[config.mk]
export PLATFORM = sky130hd
export DESIGN_NAME = scan_mux
export DESIGN_NICKNAME = d
export VERILOG_FILES = /design/src/rtl/scan_mux.sv
export SDC_FILE = /design/constraint.sdc
export NUM_CORES = 1
export LEC_CHECK = 0
export CAP_MARGIN = 20
export CORE_ASPECT_RATIO = 2
export CORE_MARGIN = 5
export CORE_UTILIZATION = 50
export DETAILED_ROUTE_END_ITERATION = 10
export PLACE_DENSITY = 0.79
export SYNTH_ARGS = -nofsm -noshare
export SYNTH_HDL_FRONTEND = slang
export SYNTH_SLANG_ARGS = --single-unit
[constraint.sdc]
create_clock -name clk -period 2.1 [get_ports clk]
set_input_delay 0.21 -clock clk [delete_from_list [all_inputs] [get_ports clk]]
set_output_delay 0.21 -clock clk [all_outputs]
set_load 0.1 [all_outputs]
[src/rtl/scan_mux.sv]
// scan_mux: N-channel registered multiplexer.
// Manual mode forwards the channel picked by sel; scan mode walks the
// enabled channels in ascending order, presenting each for DWELL cycles,
// and flags the first sample of every pass after the first with wrap.
module scan_mux #(
  parameter int N_CH  = 16,
  parameter int WIDTH = 1,
  parameter int SEL_W = 4,
  parameter int DWELL = 1
) (
  input  logic                  clk,
  input  logic                  rst_n,
  input  logic [N_CH*WIDTH-1:0] din,
  input  logic                  mode,
  input  logic [SEL_W-1:0]      sel,
  input  logic [N_CH-1:0]       ch_en,
  input  logic                  start,
  output logic [WIDTH-1:0]      out,
  output logic [SEL_W-1:0]      out_ch,
  output logic                  out_valid,
  output logic                  wrap
);

  localparam int DW_W = (DWELL > 1) ? $clog2(DWELL) : 1;
  localparam logic [DW_W-1:0] DWELL_LAST = DW_W'(DWELL - 1);

  typedef enum logic {
    IDLE = 1'b0,
    SCAN = 1'b1
  } state_e;

  state_e            state_q, state_d;
  logic [SEL_W-1:0]  cur_ch_q, cur_ch_d;
  logic [DW_W-1:0]   dwell_q, dwell_d;
  logic              wrap_pend_q, wrap_pend_d;
  logic [WIDTH-1:0]  out_q, out_d;
  logic [SEL_W-1:0]  out_ch_q, out_ch_d;
  logic              valid_q, valid_d;
  logic              wrap_q, wrap_d;

  // Helper results shared by the next-state logic.
  logic [WIDTH-1:0]  sel_data, cur_data;
  logic              sel_en;
  logic [SEL_W-1:0]  first_en;
  logic [SEL_W-1:0]  above_en;
  logic              found_above;
  logic              any_en;

  assign any_en = |ch_en;

  // Channel lookups: data/enable at sel, data at cur_ch, and the circular search.
  // NOTE: every signal written here gets a default first, so no path leaves
  // a value unassigned and no latch is inferred.
  always_comb begin
    sel_data    = '0;
    sel_en      = 1'b0;
    cur_data    = '0;
    first_en    = '0;
    above_en    = '0;
    found_above = 1'b0;
    for (int i = 0; i < N_CH; i++) begin
      if (sel == SEL_W'(i)) begin
        sel_data = din[i*WIDTH +: WIDTH];
        sel_en   = ch_en[i];
      end
      if (cur_ch_q == SEL_W'(i)) begin
        cur_data = din[i*WIDTH +: WIDTH];
      end
    end
    // Descending scans so the lowest qualifying index is the one left standing.
    for (int i = N_CH - 1; i >= 0; i--) begin
      if (ch_en[i]) begin
        first_en = SEL_W'(i);
        if (SEL_W'(i) > cur_ch_q) begin
          above_en    = SEL_W'(i);
          found_above = 1'b1;
        end
      end
    end
  end

  // Next-state and output-register logic for the IDLE/SCAN controller.
  always_comb begin
    state_d     = state_q;
    cur_ch_d    = cur_ch_q;
    dwell_d     = dwell_q;
    wrap_pend_d = wrap_pend_q;
    out_d       = out_q;
    out_ch_d    = out_ch_q;
    valid_d     = 1'b0;
    wrap_d      = 1'b0;
    case (state_q)
      IDLE: begin
        if (!mode) begin
          out_d    = sel_data;
          out_ch_d = sel;
          valid_d  = sel_en;
        end else if (start && any_en) begin
          state_d     = SCAN;
          cur_ch_d    = first_en;
          dwell_d     = '0;
          wrap_pend_d = 1'b0;
        end
      end
      SCAN: begin
        if (!mode) begin
          // Abort: this edge produces no valid sample, out/out_ch hold.
          state_d     = IDLE;
          wrap_pend_d = 1'b0;
        end else begin
          out_d    = cur_data;
          out_ch_d = cur_ch_q;
          valid_d  = 1'b1;
          wrap_d   = wrap_pend_q;
          if (dwell_q != DWELL_LAST) begin
            dwell_d     = dwell_q + DW_W'(1);
            wrap_pend_d = 1'b0;
          end else begin
            dwell_d = '0;
            if (!any_en) begin
              state_d     = IDLE;
              wrap_pend_d = 1'b0;
            end else begin
              // No enabled channel above cur_ch means the search wrapped round.
              cur_ch_d    = found_above ? above_en : first_en;
              wrap_pend_d = !found_above;
            end
          end
        end
      end
      default: state_d = IDLE;
    endcase
  end

  // State and output registers with asynchronous active-low reset.
  // NOTE: sequential state uses non-blocking assignments so every register
  // samples the pre-edge values, independent of statement order.
  always_ff @(posedge clk or negedge rst_n) begin
    if (!rst_n) begin
      state_q     <= IDLE;
      cur_ch_q    <= '0;
      dwell_q     <= '0;
      wrap_pend_q <= 1'b0;
      out_q       <= '0;
      out_ch_q    <= '0;
      valid_q     <= 1'b0;
      wrap_q      <= 1'b0;
    end else begin
      state_q     <= state_d;
      cur_ch_q    <= cur_ch_d;
      dwell_q     <= dwell_d;
      wrap_pend_q <= wrap_pend_d;
      out_q       <= out_d;
      out_ch_q    <= out_ch_d;
      valid_q     <= valid_d;
      wrap_q      <= wrap_d;
    end
  end

  assign out       = out_q;
  assign out_ch    = out_ch_q;
  assign out_valid = valid_q;
  assign wrap      = wrap_q;

endmodule

======== Yosys cells after proc, flatten, opt, wreduce, memory -nomap -nowiden ========
Cells that the tools add are included.
storage, ports and cells
  register bits ........................... 14
  input port bits ......................... 40
  output and inout bits ................... 7
  word-level logic and storage cells ...... 232
cells by class
  add/subtract/negate cells ............... 1
  magnitude comparators ................... 16
  equality and inequality tests ........... 36
  muxes and demuxes ....................... 161
  bitwise operators ....................... 1
  reductions and logical operators ........ 9
operators by type and width
  operator               count
  $mux W4                56
  $mux W1                98
  $eq A4 B4 Y1 const B   16
  $eq A4 B3 Y1 const B   8
  $gt A4 B4 Y1 const A   8
  $eq A4 B2 Y1 const B   4
  $gt A3 B4 Y1 const A   4
  $pmux W4 S2            2
  $reduce_or A16 Y1      1
  $ne A2 B2 Y1 const B   5
  $pmux W1 S2            5
  $eq A4 B1 Y1 const B   2
  $gt A1 B4 Y1 const A   2
  $gt A2 B4 Y1 const A   2
  $logic_not A4 Y1       2
  $reduce_and A5 Y1      1
  $reduce_and A2 Y1      2
  $reduce_and A3 Y1      1
  $ne A2 B1 Y1 const B   1
  $add A1 B1 Y1 const B  1
  $logic_and A1 B1 Y1    1
  $logic_not A1 Y1       1
  $not A1 Y1             1

======== Depth between registers and ports, before layout ========
Gate-level depths: netlist (run 1).
  depth in word-level cells ............... 38
  gate-level depth with buffers ........... 8
  mapped depth without buffers ............ 6

======== Worst setup path before layout (run 1) ========
Ideal clock, no wire load.
  path kind ............................... register to register
  start point ............................. register cur_ch_q[0]
  end point ............................... register cur_ch_q[0]
  library setup time ...................... 73 ps
  arrival time ............................ 1,691 ps
  data required time ...................... 2,027 ps
  path slack .............................. 336 ps
  cell stages (with the launch flop) ...... 8
  buffers on the path ..................... 1
  clock period less this slack ............ 1,764 ps
  cell sequence ........................... dfrtp_1 -> buf_6 -> or2_0 -> a311o_1 -> a211oi_2 -> o22ai_1 -> a31o_1 -> a21oi_2
on the way
  cells in the longest elaborated chain, start to end .. 38
  elaborated cells on any way between the ends .. 85
  those cells by class .................... order compare (16); mux (69)
RTL lines
  what                                       line  text
  start: declaration                         33    logic [SEL_W-1:0] cur_ch_q, cur_ch_d;
  start signal: assignment                   150   cur_ch_q <= cur_ch_d;
  $gt A4 B4 Y1                               74    if (SEL_W'(i) > cur_ch_q) begin
  $mux W4 / $mux W1 (equally long branches)  74
  $mux W4 / $mux W1 (equally long branches)  72    if (ch_en[i]) begin
  $mux W4 / $mux W1 (equally long branches)  74
  $mux W4 / $mux W1 (equally long branches)  72
  $mux W4 / $mux W1 (equally long branches)  74
  $mux W4 / $mux W1 (equally long branches)  72
  $mux W4 / $mux W1 (equally long branches)  74
  [... 22 more ...]                          --
  $mux W4 / $mux W1 (equally long branches)  72
  $mux W4 / $mux W1 (equally long branches)  74
  $mux W4 / $mux W1 (equally long branches)  72
  $mux W4 *                                  125   cur_ch_d = found_above ? above_en : first_en;
  $mux W4 *                                  120   if (!any_en) begin
  $mux W4 *                                  115   if (dwell_q != DWELL_LAST) begin
  $mux W4 *                                  106   if (!mode) begin
  $pmux W4 S2 *                              92    case (state_q)
Mark *: on every way between the ends. The rest lies on a longest branch, timed or not. The select of a mux whose other input is x is not followed.
A chain may end at the register's enable or synchronous reset.

======== Worst setup path in the final report (run 1) ========
Same ends and word-level chain as after synthesis.

==> impl_metrics.csv, run 1 <==
group,metric,value,unit
synthesis,synth_seq_cells,13,
power,leakage,0.00114,uW
sta,setup_viol_count_final,0,
die,die-width,52.3,um
cts,cts_hold_buf,0,
grt,grt_pass1_vias,2312,
grt,grtUsageMet2,49.6,%
power,power.total,1610,uW
final_layout,regArea,330,um2
final_layout,syn_to_final_growth,49.1,%
synthesis,yosysWarnings,0,
synthesis,syn_nets,267,
synthesis,ys.flop_type,"dfrtp_1",
route,post_drt_wl_per_cell,18.3,um
synthesis,synth-edff-count,0,
cts,cts_resized,0,
sta,finClkSkew,0.00244,ns
synthesis,synthAdderAreaFrac,1.40,%
worst_setup_path,startpoint_type,"flop",
sta,post-route-min-period,2.03,ns
synthesis,synth_xor_area_share,0,%
synthesis,synth_area,1790,um2
synthesis,synth_top_family_by_area,"compound AO/OA/AOI/OAI gates",
grt,grt_overflow_total,0,
place,hpwlAfterDp,5.15,mm
grt,grt_pass1_wl,10.4,mm
cts,cts_tree,"yes",
route,vias,2213,
min_path,hold_path.class,"in2async",
grt,grt_use_met1,29.1,%
synthesis,synth.area.mux_share,15.0,%
grt,grt_max_degree,19,
final_layout,nFillCells,273,
sta,max_slew_margin,56.5,%
cts,cts_buffers,3,
cts,cts_root_buf,"clkbuf_8",
place,port_buffers,46,
final_layout,n_antenna_cell,0,
worst_setup_path,setup.worst_path.end_class,"flop",
cts,cts_max_path_buffers,2,
route,ant_nets,0,
final_layout,drive_above_1_share,26.0,%
status,outcome,"finished, final reports clean",
sta,tightest_slew,0.651,ns
synthesis,synth-compound-area-share,37.4,%
synthesis,ys_types,63,
sta,slew_violations,0,
die,placementRows,30,
cts,clkTransAtPathRegs,0.07,ns
power,pwr_density_cell,605,nW/um2
die,dieArea,4940,um2
worst_setup_path,path_max_fanout,7,
synthesis,synthArstFlopShare,100,%
place,place.gp.congestion,1.01,
worst_setup_path,critPathRequiredTime,2.28,ns
sta,fin_tns_setup,0,ns
worst_setup_path,criticalPathCategory,"reg2reg",
die,initial_core_util,52.3,%
synthesis,avgSynthCellArea,7.95,um2
route,routed_wl,6.52,mm
flow_run,cap_violations,0,
grt,grtUsageTotal,27.6,%
route,drc,0,
cts,cts_max_level,1,
die,core,3420,um2
synthesis,postSynthCellCount,225,
final_layout,nets,351,
route,drt_first_pass_iters,4,
sta,setup_ws,0.0686,ns
sta,period_share,96.7,%
sta,finalHoldViolations,0,
sta,grt_setup_unrepaired,"false",
die,die_h,94.6,um
synthesis,synth_simple_gate_area_share,20.0,%
sta,max_freq,492,MHz
route,routed_via_density,6.22,
final_layout,multiInputGateArea,1320,um2
place,dp_slack,0.00855,ns
cts,insertion_delay,0.25,ns
route,drt_iter0_drc,79,
synthesis,ys_seq_area_share,18.2,%
power,ir_worst_vdd,0.805,mV
die,pin_count,47,
grt,antenna_found_initial,0,
grt,gr-usage-met3,3.16,%
cts,cts_sinks,13,
grt,busiest_layer,"met2",
cts,cts_setup_buffers,0,
worst_setup_path,arrival,2.22,ns
final_layout,final_core_util,78.0,%
==> power breakdown <==
group          internal [uW]  switching [uW]  total, uW  leakage, uW
Clock                    132             112        243    0.0000255
Sequential               294            67.9        362     0.000160
Combinational            444             562       1010     0.000951
==> sequential cells by signal, indices dropped and copies added (netlist names) <==
| name | count |
|---|---|
| cur_ch_q | 4 |
| out | 1 |
| out_ch | 4 |
| out_valid | 1 |
| state_q | 1 |
| wrap | 1 |
| wrap_pend_q | 1 |
==> layer usage <==
metal	wire (um)	part of all wire [%]	vias to the layer above
met2	3570	55	99
li1	-	-	1039
met3	279	4.3	34
met5	0	0	-
met4	336	5.2	0
met1	2340	36	1041
==> synthesized netlist by cell type (all sizes together) (2+ instances only) <==
master | n | area [um2]
nand2 | 24 | 90.1
o21ai | 20 | 100
a21oi | 14 | 73.8
dfrtp | 13 | 325
inv | 13 | 48.8
mux2i | 13 | 130
buf | 12 | 75.1
nand2b | 11 | 68.8
o22ai | 8 | 50.1
nor2 | 7 | 26.3
mux4 | 6 | 139
clkbuf | 5 | 18.8
nor4 | 5 | 31.3
o31ai | 5 | 56.3
a21boi | 4 | 30.0
nor2b | 4 | 25.0
o211ai | 4 | 30.0
a211oi | 3 | 27.5
a22oi | 3 | 27.5
a2bb2oi | 3 | 32.5
a31oi | 3 | 18.8
and3 | 3 | 18.8
nand3 | 3 | 15.0
nand4 | 3 | 25.0
a21o | 2 | 15.0
ha | 2 | 25.0
nor3 | 2 | 10.0
nor3b | 2 | 15.0
o21bai | 2 | 15.0
o22a | 2 | 18.8
o311ai | 2 | 17.5
o31a | 2 | 17.5
o41ai | 2 | 17.5
or3 | 2 | 12.5
==> through the flow <==
| step | std cells | cell area, um2 | hold slack [ns] |
|---|---|---|---|
| after floorplan | 225 | 1790 | -0.0856 |
| after global placement | 352 | 2610 | 0.464 |
| after detailed placement | 352 | 2610 | 0.475 |
| after CTS | 356 | 2660 | 0.377 |
| after global routing | 356 | 2670 | 0.414 |
| final | 356 | 2670 | 0.356 |
==> worst paths after layout <==
kind / end / from / cells after the start / slack [ns]
worst max-delay path: cur_ch_q[0] / cur_ch_q[0] / 7 / 0.07
worst min-delay path: cur_ch_q[0] / rst_n / 1 / 0.36
worst max register to register: cur_ch_q[0] / cur_ch_q[0] / 7 / 0.07
worst min register to register: out_ch[1] / out_ch[1] / 2 / 0.48
max in group asynchronous: cur_ch_q[2] / rst_n / 1 / 1.29
min in group clk: out_ch[1] / out_ch[1] / 2 / 0.48
==> layout make-up <==
| class | instances | share of cell area [%] |
|---|---|---|
| Sequential cell | 13 | 12.4 |
| Inverter | 13 | 1.83 |
| Clock inverter | 1 | 0.188 |
| Tap cell | 48 | 2.25 |
| Multi-Input combinational cell | 182 | 49.7 |
| Timing Repair Buffer | 96 | 32.1 |
| Clock buffer | 3 | 1.55 |
==> critical path, cell delays in order (launching register included) <==
cell and delay (ns):
dfrtp_2 0.48, buf_4 0.19, and3_1 0.20, a311o_1 0.37
a211oi_2 0.26, o22ai_1 0.13, a31o_1 0.24, a21oi_2 0.10
==> cell usage in the layout (no fill, tap or decap), types with 3 or more instances in the layout <==
cell and count:
mux2i_1 13, clkdlybuf4s50_1 39, o31ai_1 3, nand2_1 24, a31oi_1 3, and3_1 3
o22ai_1 8, nand2b_1 11, nor2_1 7, nor4_1 5, a21oi_1 13, o21ai_1 4
inv_1 13, clkbuf_8 3, mux4_2 5, nor2b_1 4, o211ai_1 4, o21ai_0 16
buf_12 3, dfrtp_2 4, buf_4 54, nand3_1 3, dfrtp_1 9
==> logic make-up (layout without fill, tap and decap cells) <==
family,count (synthesis),after routing
adder cells (fa/ha/maj),2,2
AND/OR/NAND/NOR,69,69
flip-flops,13,13
multiplexers,19,19
buffers and inverters,30,113
AO/OA/AOI/OAI,92,92
(Power assumes the default switching activity.)
==> inputs of run 2 (changes only) <==
Settings changed: CTS_CLUSTER_SIZE set to 28.
==> results of run 2 <==
Same layout as run 1: the final DEF is identical, and so are final timing and power.
